==> src/rtl/machine_timer.sv <==
// -----------------------------------------------------------------------------
// machine_timer
//
// Memory-mapped machine timer feeding the CSR file's MIP.MTIP bit. Holds a
// free-running 64-bit mtime counter (advanced by a prescaler tick) and a 64-bit
// mtimecmp compare register, both reachable as 32-bit halves over a simple
// select/read/write bus handshake.
//
// Ports:
//   clk                      core clock
//   rst_n                    synchronous active-low reset
//   timer_select             bus access targets this block this cycle
//   bus_address[3:0]         byte offset; [3:2] selects the register, [1:0] ignored
//   bus_write_enable         write strobe (qualified by timer_select)
//   bus_read_enable          read strobe (qualified by timer_select)
//   bus_write_data[31:0]     write data
//   bus_read_data[31:0]      registered read data, holds between reads
//   bus_read_valid           one-cycle pulse, bus_read_data valid
//   timer_interrupt_request  level interrupt, registered (mtime >= mtimecmp)
//   mtime_out[63:0]          current mtime register value
//
// Register map (bus_address[3:2]):
//   0 MTIME_LO, 1 MTIME_HI, 2 MTIMECMP_LO, 3 MTIMECMP_HI (all RW)
// -----------------------------------------------------------------------------
module machine_timer #(
    parameter int unsigned PRESCALE_DIV = 1,
    parameter int unsigned MTIME_WIDTH  = 64
) (
    input  logic        clk,
    input  logic        rst_n,
    input  logic        timer_select,
    input  logic [3:0]  bus_address,
    input  logic        bus_write_enable,
    input  logic        bus_read_enable,
    input  logic [31:0] bus_write_data,
    output logic [31:0] bus_read_data,
    output logic        bus_read_valid,
    output logic        timer_interrupt_request,
    output logic [63:0] mtime_out
);

    localparam logic [15:0] PRESCALE_LAST  = 16'(PRESCALE_DIV - 1);
    localparam logic [1:0]  OFF_MTIME_LO   = 2'd0;
    localparam logic [1:0]  OFF_MTIME_HI   = 2'd1;
    localparam logic [1:0]  OFF_MTCMP_LO   = 2'd2;
    localparam logic [1:0]  OFF_MTCMP_HI   = 2'd3;

    logic [MTIME_WIDTH-1:0] mtime_q,    mtime_d;
    logic [MTIME_WIDTH-1:0] mtimecmp_q, mtimecmp_d;
    logic [15:0]            prescale_q, prescale_d;
    logic [31:0]            rd_data_q,  rd_data_d;
    logic                   rd_valid_q, rd_valid_d;
    logic                   irq_q,      irq_d;

    logic                   wr_s;
    logic                   rd_s;
    logic                   tick_s;
    logic [1:0]             offset_s;
    logic [31:0]            rd_mux_s;

    // Byte-lane bits are not decoded; registers are word-addressed only.
    logic                   unused_addr_s;
    assign unused_addr_s = ^bus_address[1:0];

    assign wr_s     = timer_select & bus_write_enable;
    assign rd_s     = timer_select & bus_read_enable;
    assign offset_s = bus_address[3:2];
    assign tick_s   = (prescale_q == PRESCALE_LAST);

    // Prescaler: counts 0..PRESCALE_DIV-1, ticking on the last count. Bus
    // traffic never touches it, so timebase phase is independent of software.
    always_comb begin
        if (tick_s) begin
            prescale_d = 16'd0;
        end else begin
            prescale_d = prescale_q + 16'd1;
        end
    end

    // mtime / mtimecmp next state. A write to either mtime half takes priority
    // over the tick: the other half keeps its pre-edge value and no carry is
    // applied that cycle.
    always_comb begin
        if (tick_s) begin
            mtime_d = mtime_q + 64'd1;
        end else begin
            mtime_d = mtime_q;
        end
        mtimecmp_d = mtimecmp_q;
        if (wr_s) begin
            case (offset_s)
                OFF_MTIME_LO: mtime_d    = {mtime_q[63:32], bus_write_data};
                OFF_MTIME_HI: mtime_d    = {bus_write_data, mtime_q[31:0]};
                OFF_MTCMP_LO: mtimecmp_d = {mtimecmp_q[63:32], bus_write_data};
                OFF_MTCMP_HI: mtimecmp_d = {bus_write_data, mtimecmp_q[31:0]};
                default:      mtimecmp_d = mtimecmp_q;
            endcase
        end else begin
            mtimecmp_d = mtimecmp_q;
        end
    end

    // Read mux over pre-edge register contents, so a same-cycle read and write
    // of one offset returns the old value.
    always_comb begin
        case (offset_s)
            OFF_MTIME_LO: rd_mux_s = mtime_q[31:0];
            OFF_MTIME_HI: rd_mux_s = mtime_q[63:32];
            OFF_MTCMP_LO: rd_mux_s = mtimecmp_q[31:0];
            OFF_MTCMP_HI: rd_mux_s = mtimecmp_q[63:32];
            default:      rd_mux_s = 32'd0;
        endcase
    end

    // Read response: data holds between reads, valid pulses only on a read.
    always_comb begin
        rd_valid_d = rd_s;
        if (rd_s) begin
            rd_data_d = rd_mux_s;
        end else begin
            rd_data_d = rd_data_q;
        end
    end

    // Interrupt compare uses registered values, giving a one-cycle lag.
    always_comb begin
        irq_d = (mtime_q >= mtimecmp_q);
    end

    // State registers with synchronous active-low reset.
    always_ff @(posedge clk) begin
        if (!rst_n) begin
            mtime_q    <= 64'd0;
            mtimecmp_q <= 64'hFFFF_FFFF_FFFF_FFFF;
            prescale_q <= 16'd0;
            rd_data_q  <= 32'd0;
            rd_valid_q <= 1'b0;
            irq_q      <= 1'b0;
        end else begin
            mtime_q    <= mtime_d;
            mtimecmp_q <= mtimecmp_d;
            prescale_q <= prescale_d;
            rd_data_q  <= rd_data_d;
            rd_valid_q <= rd_valid_d;
            irq_q      <= irq_d;
        end
    end

    assign bus_read_data           = rd_data_q;
    assign bus_read_valid          = rd_valid_q;
    assign timer_interrupt_request = irq_q;
    assign mtime_out               = mtime_q;

endmodule

==> config.mk <==
export PLATFORM = sky130hd
export DESIGN_NAME = machine_timer
export DESIGN_NICKNAME = d
export VERILOG_FILES = /design/src/rtl/machine_timer.sv
export SDC_FILE = /design/constraint.sdc
export NUM_CORES = 1
export LEC_CHECK = 0
export BUFFER_PORTS_ARGS = -buffer_cell sky130_fd_sc_hd__buf_2
export CORE_ASPECT_RATIO = 1.75
export CORE_MARGIN = 8
export CORE_UTILIZATION = 35
export CTS_CLUSTER_DIAMETER = 100
export DETAILED_ROUTE_END_ITERATION = 7
export PLACE_DENSITY_LB_ADDON = 0.15
export SLEW_MARGIN = 20
export SYNTH_ARGS = -nofsm -noshare
export SYNTH_HDL_FRONTEND = slang
export SYNTH_SLANG_ARGS = --single-unit
==> constraint.sdc <==
create_clock -name clk -period 2.2 [get_ports clk]
set_input_delay 0.22 -clock clk [delete_from_list [all_inputs] [get_ports clk]]
set_output_delay 0.22 -clock clk [all_outputs]
set_load 0.1 [all_outputs]
==> impl_metrics.csv, run 1 <==
group,metric,value,unit
route,dr_total_vias,10151,
worst_hold_path,worstHoldStart,"bus_write_data[5]",
yosys,synth-simple-area-share,20.5,%
timing,finalSetupViolations,1,
critical_path,r2r_start,"prescale_q[1]",
power,ir_drop,572,uV
layout,diodes,0,
timing,fin_ws,-34.1,ps
power,power_frac_clock,39.6,%
route,drc,0,
critical_path,worst-r2r-cell-count,9,
critical_path,crit_required,2580,ps
critical_path,cp_slowest_cell,"or4_4",
route,wl_per_cell,21.3,um
timing,hold_violations,0,
yosys,yosys_most_used_dff,"dfxtp_1",
die,coreArea,29100,um2
global_routing,grt_max_degree,65,
yosys,synthAdderAreaFrac,8.18,%
die,initial_core_util,35.2,%
yosys,syn_nets,1313,
die,dieArea,35200,um2
cts,cts_inserted_buffers,17,
place,gp_congestion,0.874,
timing,relSlewSlack,61.5,%
layout,fin_nets,1555,
cts,clk_pin_slew,80,ps
critical_path,crit_type,"register to register",
worst_hold_path,hp-class,"input pin to register",
layout,layout_common_cells,"192 x nand2_1, 151 x buf_4, 135 x buf_2",
timing,max_freq,448,MHz
yosys,synth_xor_area_share,2.99,%
yosys,netlist_area,10200,um2
place,dp.final_hpwl,29.4,mm
die,ios,139,
timing,tightest_slew,578,ps
critical_path,cp_max_fo,4,
layout,n_fill_cell,2934,
layout,multi_input_area,6490,um2
power,p_per_area,590,nW/um2
outcome,violations,"setup timing",
cts,clock-sinks,178,
yosys,async_reset_ff_share,0,%
cts,clock_latency,470,ps
critical_path,arrival,2610,ps
critical_path,cp_cell_sequence,"inv_2 -> ha_4 -> nor4b_4 -> and4_4 -> buf_4 -> nand3_4 -> or4_4 -> or4_1 -> o211ai_1",
place,portBuffers,136,
yosys,synth_cells,1205,
yosys,syn_avg_cell_area,8.50,um2
cts,clk_path_buf_depth,2,
cts,cts_tree,"done",
global_routing,grt_pass1_wl,60.9,mm
route,drt-total-wl,39.2,mm
power,p_sw_share,32.5,%
worst_hold_path,hold_end,"mtimecmp_q[5]",
cts,cts_htree_levels,4,
yosys,yosysUniqueCellTypes,66,
die,die_y,242,um
timing,fin_setup_tns,-34.1,ps
layout,seqCellArea,3750,um2
power,leakage,6.02,nW
power,share_comb_of_total_power,18.1,%
timing,period_share,102,%
worst_hold_path,holdPathStages,3,
route,viasPerCell,5.51,
critical_path,endpoint_kind,"register",
critical_path,timing.rr.end,"mtime_out[63]",
layout,area_delta_synth_final,33.1,%
yosys,synth.yosys.seq_area_share,34.8,%
die,dieWidth,145,um
layout,drive_gt1_share,33.9,%
power,p_sw,2.62,mW
yosys,muxShareOfSynthArea,8.94,%
global_routing,gr-total-overflow,0,
route,drtIter0Drc,541,
route,postRouteAntennaNets,0,
cts,root_buffer,"clkbuf_16",
yosys,synth-compound-area-share,19.0,%
layout,fin_area,13600,um2
timing,rsz0062_at_grt,"true",
outcome,status,"complete, but fails checks",
global_routing,grt_use_total,22.2,%
place,dpl_cell_area,12500,um2
critical_path,crit_path_max_incr_delay,430,ps
timing,slew_violations,0,
timing,period_needed,2230,ps
yosys,yosys_warnings,0,
global_routing,antenna_found_initial,0,
flow_run,drv_cap,0,
global_routing,grt_pass1_vias,10442,
route,first_pass_iters,5,
yosys,synth_edf_count,0,
yosys,ys_seq_elements,178,
timing,fin_skew,13.9,ps
power,seq_power_share,42.3,%
power,intPower,5.43,mW
critical_path,critPathLaunchType,"register",
cts,cts_hold_buf,0,
critical_path,reg2reg_slack,-30,ps
layout,mostFrequentLayoutCell,"nand2_1",
die,placementRows,83,
yosys,synth_top_family_by_area,"simple AND/OR/NAND/NOR gates",
[flip-flops by register name, summed over array words and instances, names as in the netlist]
register,count
bus_read_valid,1
bus_read_data,32
mtime_out,64
prescale_q,16
timer_interrupt_request,1
mtimecmp_q,64
[cells by family (layout without fill, tap and decap cells)]
family,after synthesis,after routing
xor gates and xnor gates,35,35
and+or+nand+nor,426,426
DFF,178,178
adders and majority gates,67,67
AOI/OAI and AO/OA,299,299
muxes,50,50
buffers and inverters,150,405
[final cells by class]
type / instances / share of cell area (%)
multi-input combinational: 877 / 47.6
sequential: 178 / 27.5
timing repair buffer: 298 / 15.0
tap: 382 / 3.51
clock buffer: 19 / 3.25
inverter: 75 / 2.06
clock inverter: 13 / 1.07
[how the worst max path moves through the flow]
stage,startpoint,to,slack [ps],depth (start not counted)
2_1_floorplan,mtime_out[58],mtime_out[63],-110,6
3_3_place_gp,prescale_q[7],mtime_out[61],-280,9
3_5_place_dp,prescale_q[7],mtime_out[61],-270,9
4_1_cts,prescale_q[0],mtime_out[48],5,11
5_1_grt,prescale_q[1],mtime_out[60],-110,9
6_report,prescale_q[1],mtime_out[63],-30,9
[what timing repair did]
action                     4_1_cts  5_1_grt
gates resized for setup         15       44
buffers inserted                 3       20
pin swaps                        7       22
cloned                           0        2
setup endpoints to repair       30       46
[per-stage QoR]
step	hold slack [ps]	total power [mW]	utilization (%)	std cells	setup slack (ps)
6_report	29.3	8.05	46.9	1842	-34.1
5_1_grt	36.5	8.36	46.9	1842	-108
4_1_cts	3.02	8.11	45.5	1821	4.59
3_5_place_dp	444	4.92	43.1	1786	-274
3_3_place_gp	440	4.90	43.1	1786	-277
2_1_floorplan	346	4.49	-	1205	-113
[critical path, delay by kind of cell, from the launching register on]
| family | cells | cell delay [ps] |
|---|---|---|
| simple gates | 5 | 1390 |
| flops | 1 | 330 |
| buf+inv | 2 | 200 |
| fa+ha+maj | 1 | 120 |
| compound gates | 1 | 100 |
[synthesized netlist by cell type, drive strengths merged (3+ instances only)]
library cell    n  area [um2]
nand3          34         205
o31ai           5        37.5
xor2            6        52.6
xnor2          29         254
a31oi          14        87.6
o221ai          4        35.0
nor4           17         106
nor2           49         184
mux2            9         101
nor2b           6        37.5
and3           23         149
mux2i           9        90.1
o311a           3        30.0
or4             3        26.3
or3            11        73.8
nand4          26         169
and2            6        37.5
ha             67         838
o211ai         77         578
nand2b          3        18.8
nand2         192         721
a21oi          88         440
buf            14        66.3
and4            9        78.8
o21ai          37         185
nor3           36         196
nor4b           3        32.5
clkbuf         61         230
a21o            7        52.6
a211oi         26         195
inv            74         278
o21a            7        52.6
dfxtp         178        3560
or2             4        25.0
mux4           32         724
o22ai           7        43.8
a311oi          6        52.6
[power by group through the flow]
stage / Sequential (mW) / Combinational [mW] / Clock (mW)
6_report: 3.40 / 1.46 / 3.19
5_1_grt: 3.42 / 1.55 / 3.39
4_1_cts: 3.40 / 1.44 / 3.26
3_5_place_dp: 3.48 / 1.44 / 0
3_3_place_gp: 3.47 / 1.43 / 0
2_1_floorplan: 4.01 / 0.479 / 0
[routing by layer]
layer  global-route usage (%)  part of all wire, %
met1                     22.5                   37
met2                     43.3                   56
met3                     3.46                  3.5
met4                     10.0                  3.9
met5                        0                    0
Power figures use the tool's default switching activity.
==> run 2: changes to the inputs <==
--- a/config.mk
+++ b/config.mk
@@ -11,6 +11,7 @@
 export CORE_UTILIZATION = 35
 export CTS_CLUSTER_DIAMETER = 100
 export DETAILED_ROUTE_END_ITERATION = 7
+export MAX_ROUTING_LAYER = met4
 export PLACE_DENSITY_LB_ADDON = 0.15
 export SLEW_MARGIN = 20
 export SYNTH_ARGS = -nofsm -noshare
==> run 2 against run 1 <==
The flow still finishes with violations (setup timing). Sequential power about the same. Critical path type unchanged. Critical endpoint unchanged. Sequential share of layout area did not move. Combinational power about the same. Via count down 0.44%. Largest cell class unchanged. Cell area did not move. Clock skew about the same. Die area is the same.
==> impl_metrics.csv, run 2 (synthesis gave the netlist of run 1 again) <==
group,metric,value,unit
power,seq_power_share,42.3,%
cts,cts_inserted_buffers,17,
timing,slew_violations,0,
timing,fin_ws,-31.1,ps
timing,hold_violations,0,
critical_path,cp_max_fo,4,
critical_path,cp_cell_sequence,"inv_2 -> ha_4 -> nor4b_4 -> and4_4 -> buf_4 -> nand3_4 -> or4_4 -> or4_1 -> o211ai_1",
place,portBuffers,136,
route,drt-met1-wl,14.6,mm
route,dr_total_vias,10106,
global_routing,grt_pass1_wl,60.9,mm
die,ios,139,
route,wl_per_cell,21.3,um
die,initial_core_util,35.2,%
cts,root_buffer,"clkbuf_16",
outcome,violations,"setup timing",
route,drt-total-wl,39.2,mm
cts,clk_pin_slew,80,ps
global_routing,antenna_found_initial,0,
route,wl_met2,21.9,mm
critical_path,cp_num_cells,9,
route,first_pass_iters,7,
power,intPower,5.43,mW
route,postRouteAntennaNets,0,
layout,final_util,46.9,%
timing,relSlewSlack,61.4,%
global_routing,grt_use_total,22.8,%
die,dieWidth,145,um
critical_path,critical_path.top_delay_family,"simple AND/OR/NAND/NOR gates",
place,dp.final_hpwl,29.4,mm
power,share_comb_of_total_power,18.1,%
critical_path,crit_required,2580,ps
layout,area_delta_synth_final,33.1,%
route,drc,0,
outcome,status,"complete, but fails checks",
route,viasPerCell,5.49,
cts,cts_hold_buf,0,
global_routing,grt_pass1_vias,10455,
flow_run,drv_cap,0,
cts,clk_path_buf_depth,2,
power,p_sw_share,32.4,%
critical_path,crit_path_max_incr_delay,430,ps
route,drtIter0Drc,473,
critical_path,r2r_start,"prescale_q[1]",
timing,period_share,101,%
critical_path,startpoint,"prescale_q[1]",
worst_hold_path,hp-class,"input pin to register",
global_routing,gr-total-overflow,0,
timing,max_freq,448,MHz
timing,tightest_slew,579,ps
place,gp_congestion,0.888,
cts,cts_tree,"done",
critical_path,arrival,2610,ps
layout,drive_gt1_share,33.9,%
critical_path,cp_num_buf_inv,2,
critical_path,cp-endpoint,"mtime_out[63]",
critical_path,timing.rr.end,"mtime_out[63]",
critical_path,cp_slowest_cell,"or4_4",
route,met3_length,1.16,mm
critical_path,endpoint_kind,"register",
cts,clock-sinks,178,
die,die_y,242,um
power,leakage,6.02,nW
timing,fin_skew,13.8,ps
layout,layout_common_cells,"192 x nand2_1, 151 x buf_4, 135 x buf_2",
power,power_frac_clock,39.5,%
critical_path,critPathLaunchType,"register",
cts,cts_htree_levels,4,
die,coreArea,29100,um2
critical_path,crit_type,"register to register",
power,p_sw,2.61,mW
route,routed.top_layer,"met4",
global_routing,grt_max_degree,65,
cts,clock_latency,470,ps
worst_hold_path,holdPathStages,3,
power,ir_drop,567,uV
die,placementRows,83,
timing,finalSetupViolations,1,
die,dieArea,35200,um2
layout,mostFrequentLayoutCell,"nand2_1",
timing,period_needed,2230,ps
layout,fin_nets,1555,
layout,diodes,0,
timing,rsz0062_at_grt,"true",
critical_path,reg2reg_slack,-30,ps
power,p_per_area,590,nW/um2
timing,holdWs,32.5,ps
critical_path,worst-r2r-cell-count,9,
[run 2: routing by layer]
metal / vias up / GRT usage (%)
met3: 77 / 2.82
met4: 0 / 10.6
met5: - / -
met1: 4873 / 22.7
li1: 4918 / -
met2: 238 / 43.2
[run 2: worst min path at each step]
stage                       start                end  slack, ps
2_1_floorplan   bus_write_data[0]       mtime_out[0]        350
3_3_place_gp    bus_read_data[24]  bus_read_data[24]        440
3_5_place_dp    bus_read_data[16]  bus_read_data[16]        440
4_1_cts        bus_write_data[24]     mtimecmp_q[24]          3
5_1_grt         bus_write_data[8]      mtimecmp_q[8]         40
6_report        bus_write_data[5]      mtimecmp_q[5]         30
[run 2: area by class of cell]
type | count | area [um2]
inverters | 75 | 282
clock buffers | 19 | 443
clock inverters | 13 | 146
flip-flops and latches | 178 | 3750
well taps | 382 | 478
repair buffers | 298 | 2040
fillers | 2934 | 15400
multi-input cells | 877 | 6490
[run 2: timing repair]
item / CTS / global route
endpoints found under the setup margin: 30 / 46
pin swaps: 7 / 22
setup buffers: 3 / 20
resized for setup: 15 / 44
gates cloned: 0 / 2
[run 2: worst min-delay path, delay by kind of cell]
family | cells | cell delay [ps]
buf+inv | 1 | 110
compound gates | 1 | 80
simple gates | 1 | 50
[run 2: stage by stage]
step           total power [mW]  worst slack (ps)  setup TNS [ps]  cell area (um2)  instances
2_1_floorplan              4.49              -113            -438            10500       1205
3_5_place_dp               4.92              -274           -1550            12500       1786
3_3_place_gp               4.90              -277           -1220            12500       1786
6_report                   8.04             -31.1           -31.1            13600       1842
5_1_grt                    8.35              -109            -938            13600       1842
4_1_cts                    8.11              4.59               0            13200       1821
[run 2: power groups by stage]
stage          logic [mW]  clock network (mW)  registers [mW]
2_1_floorplan       0.479                   0            4.01
3_3_place_gp         1.43                   0            3.47
3_5_place_dp         1.44                   0            3.48
4_1_cts              1.44                3.26            3.40
5_1_grt              1.55                3.39            3.42
6_report             1.46                3.18            3.40
==> run 3: changes to the inputs <==
--- a/config.mk
+++ b/config.mk
@@ -11,6 +11,7 @@
 export CORE_UTILIZATION = 35
 export CTS_CLUSTER_DIAMETER = 100
 export DETAILED_ROUTE_END_ITERATION = 7
+export HOLD_SLACK_MARGIN = 0.15
 export MAX_ROUTING_LAYER = met4
 export PLACE_DENSITY_LB_ADDON = 0.15
 export SLEW_MARGIN = 20
==> run 3 against run 2 <==
Via count increased by 1.6%. Setup slack got worse by 12 ps. Flip-flop and latch count unchanged. First-iteration DRC count increased by 14%. Global-route usage increased by 0.15 points. Die area unchanged. Cell count increased by 1.7%. The run still ends with setup timing left. Wire length increased by 0.72%. Hold slack improved by 220 ps.
==> impl_metrics.csv, run 3 (synthesis gave the netlist of run 1 again) <==
group,metric,value,unit
timing,finalSetupViolations,1,
critical_path,crit_type,"register to register",
cts,cts_htree_levels,4,
global_routing,gr-total-overflow,0,
route,drt-total-wl,39.5,mm
critical_path,reg2reg_slack,-40,ps
route,wl_per_cell,21.1,um
route,postRouteAntennaNets,0,
layout,n_fill_cell,2909,
die,die_y,242,um
layout,drive_gt1_share,33.2,%
cts,clock-sinks,178,
power,leakage,6.15,nW
route,first_pass_iters,5,
timing,period_needed,2240,ps
layout,multi_input_area,6490,um2
layout,mostFrequentLayoutCell,"nand2_1",
global_routing,grt_max_degree,65,
critical_path,cp_max_fo,4,
route,drc,0,
power,p_sw,2.62,mW
place,gp_congestion,0.888,
global_routing,grt_pass1_wl,61.4,mm
timing,period_share,102,%
critical_path,arrival,2620,ps
cts,cts_tree,"done",
power,intPower,5.47,mW
place,dpl_cell_area,12500,um2
power,power_frac_clock,39.4,%
layout,area_delta_synth_final,36.2,%
cts,clk_pin_slew,80,ps
layout,fin_area,14000,um2
die,dieArea,35200,um2
global_routing,grt_pass1_vias,10581,
route,viasPerCell,5.48,
timing,tightest_slew,582,ps
power,ir_drop,569,uV
power,p_per_area,580,nW/um2
die,initial_core_util,35.2,%
timing,relSlewSlack,61.2,%
cts,cts_inserted_buffers,17,
die,dieWidth,145,um
critical_path,endpoint_kind,"register",
outcome,violations,"setup timing",
timing,holdWs,249,ps
die,ios,139,
layout,seqCellArea,3750,um2
timing,fin_ws,-42.8,ps
power,seq_power_share,42.1,%
cts,root_buffer,"clkbuf_16",
timing,max_freq,446,MHz
route,dr_total_vias,10265,
route,drtIter0Drc,538,
global_routing,grt_use_total,23.0,%
place,portBuffers,136,
die,coreArea,29100,um2
outcome,status,"complete, but fails checks",
global_routing,antenna_found_initial,0,
place,dp.final_hpwl,29.4,mm
power,share_comb_of_total_power,18.6,%
critical_path,crit_required,2580,ps
die,placementRows,83,
cts,clock_latency,470,ps
layout,layout_common_cells,"192 x nand2_1, 151 x buf_4, 135 x buf_2",
power,p_sw_share,32.4,%
cts,clk_path_buf_depth,2,
timing,fin_skew,13.6,ps
flow_run,drv_cap,0,
timing,slew_violations,0,
timing,rsz0062_at_grt,"true",
layout,diodes,0,
layout,fin_nets,1587,
critical_path,critPathLaunchType,"register",
timing,hold_violations,0,
worst_hold_path,hp-class,"input pin to register",
## run 3: routing by layer
layer | wire (um) | vias to the layer above | GRT usage (%)
met5 | 0 | - | -
met1 | 14800 | 4956 | 22.8
met4 | 1620 | 0 | 10.6
li1 | - | 4982 | -
met2 | 21900 | 243 | 43.6
met3 | 1150 | 84 | 2.79
## run 3: final timing paths
kind	start	end	depth (start not counted)
max	prescale_q[1]	mtime_out[63]	9
min reg2reg	bus_read_data[16]	bus_read_data[16]	2
min	rst_n	mtime_out[63]	4
max reg2reg	prescale_q[1]	mtime_out[63]	9
## run 3: critical path: stages, from the launching register on
cell and delay [ps]:
dfxtp_2 330, inv_2 60, ha_4 120, nor4b_4 180, and4_4 300, buf_4 140, nand3_4 80, or4_4 430
or4_1 410, o211ai_1 100
## run 3: final cells by class
type	instances	area share, %
clock buffers	19	3.17
inverters	75	2.02
well taps	382	3.43
repair buffers	330	16.9
multi-input cells	877	46.5
clock inverters	13	1.05
flip-flops and latches	178	26.9
## run 3: repair_timing
action	4_1_cts	5_1_grt
pin swaps	7	22
gates cloned	0	2
gates resized for setup	15	44
setup endpoints to repair	30	46
hold endpoints to repair	106	0
hold buffers	32	0
buffers inserted	3	20
## run 3: through the flow
stage | cells | setup TNS (ps) | setup slack (ps) | util [%] | power [mW]
after floorplan | 1205 | -438 | -113 | - | 4.49
after global placement | 1786 | -1220 | -277 | 43.1 | 4.90
after detailed placement | 1786 | -1550 | -274 | 43.1 | 4.92
after CTS | 1853 | 0 | 4.59 | 46.6 | 8.15
after global routing | 1874 | -938 | -109 | 48.0 | 8.40
final | 1874 | -42.8 | -42.8 | 48.0 | 8.09
## run 3: power groups by stage
stage | sequential, mW | clock, mW | combinational [mW]
6_report | 3.40 | 3.18 | 1.50
5_1_grt | 3.42 | 3.39 | 1.60
4_1_cts | 3.40 | 3.26 | 1.49
3_5_place_dp | 3.48 | 0 | 1.44
3_3_place_gp | 3.47 | 0 | 1.43
2_1_floorplan | 4.01 | 0 | 0.479
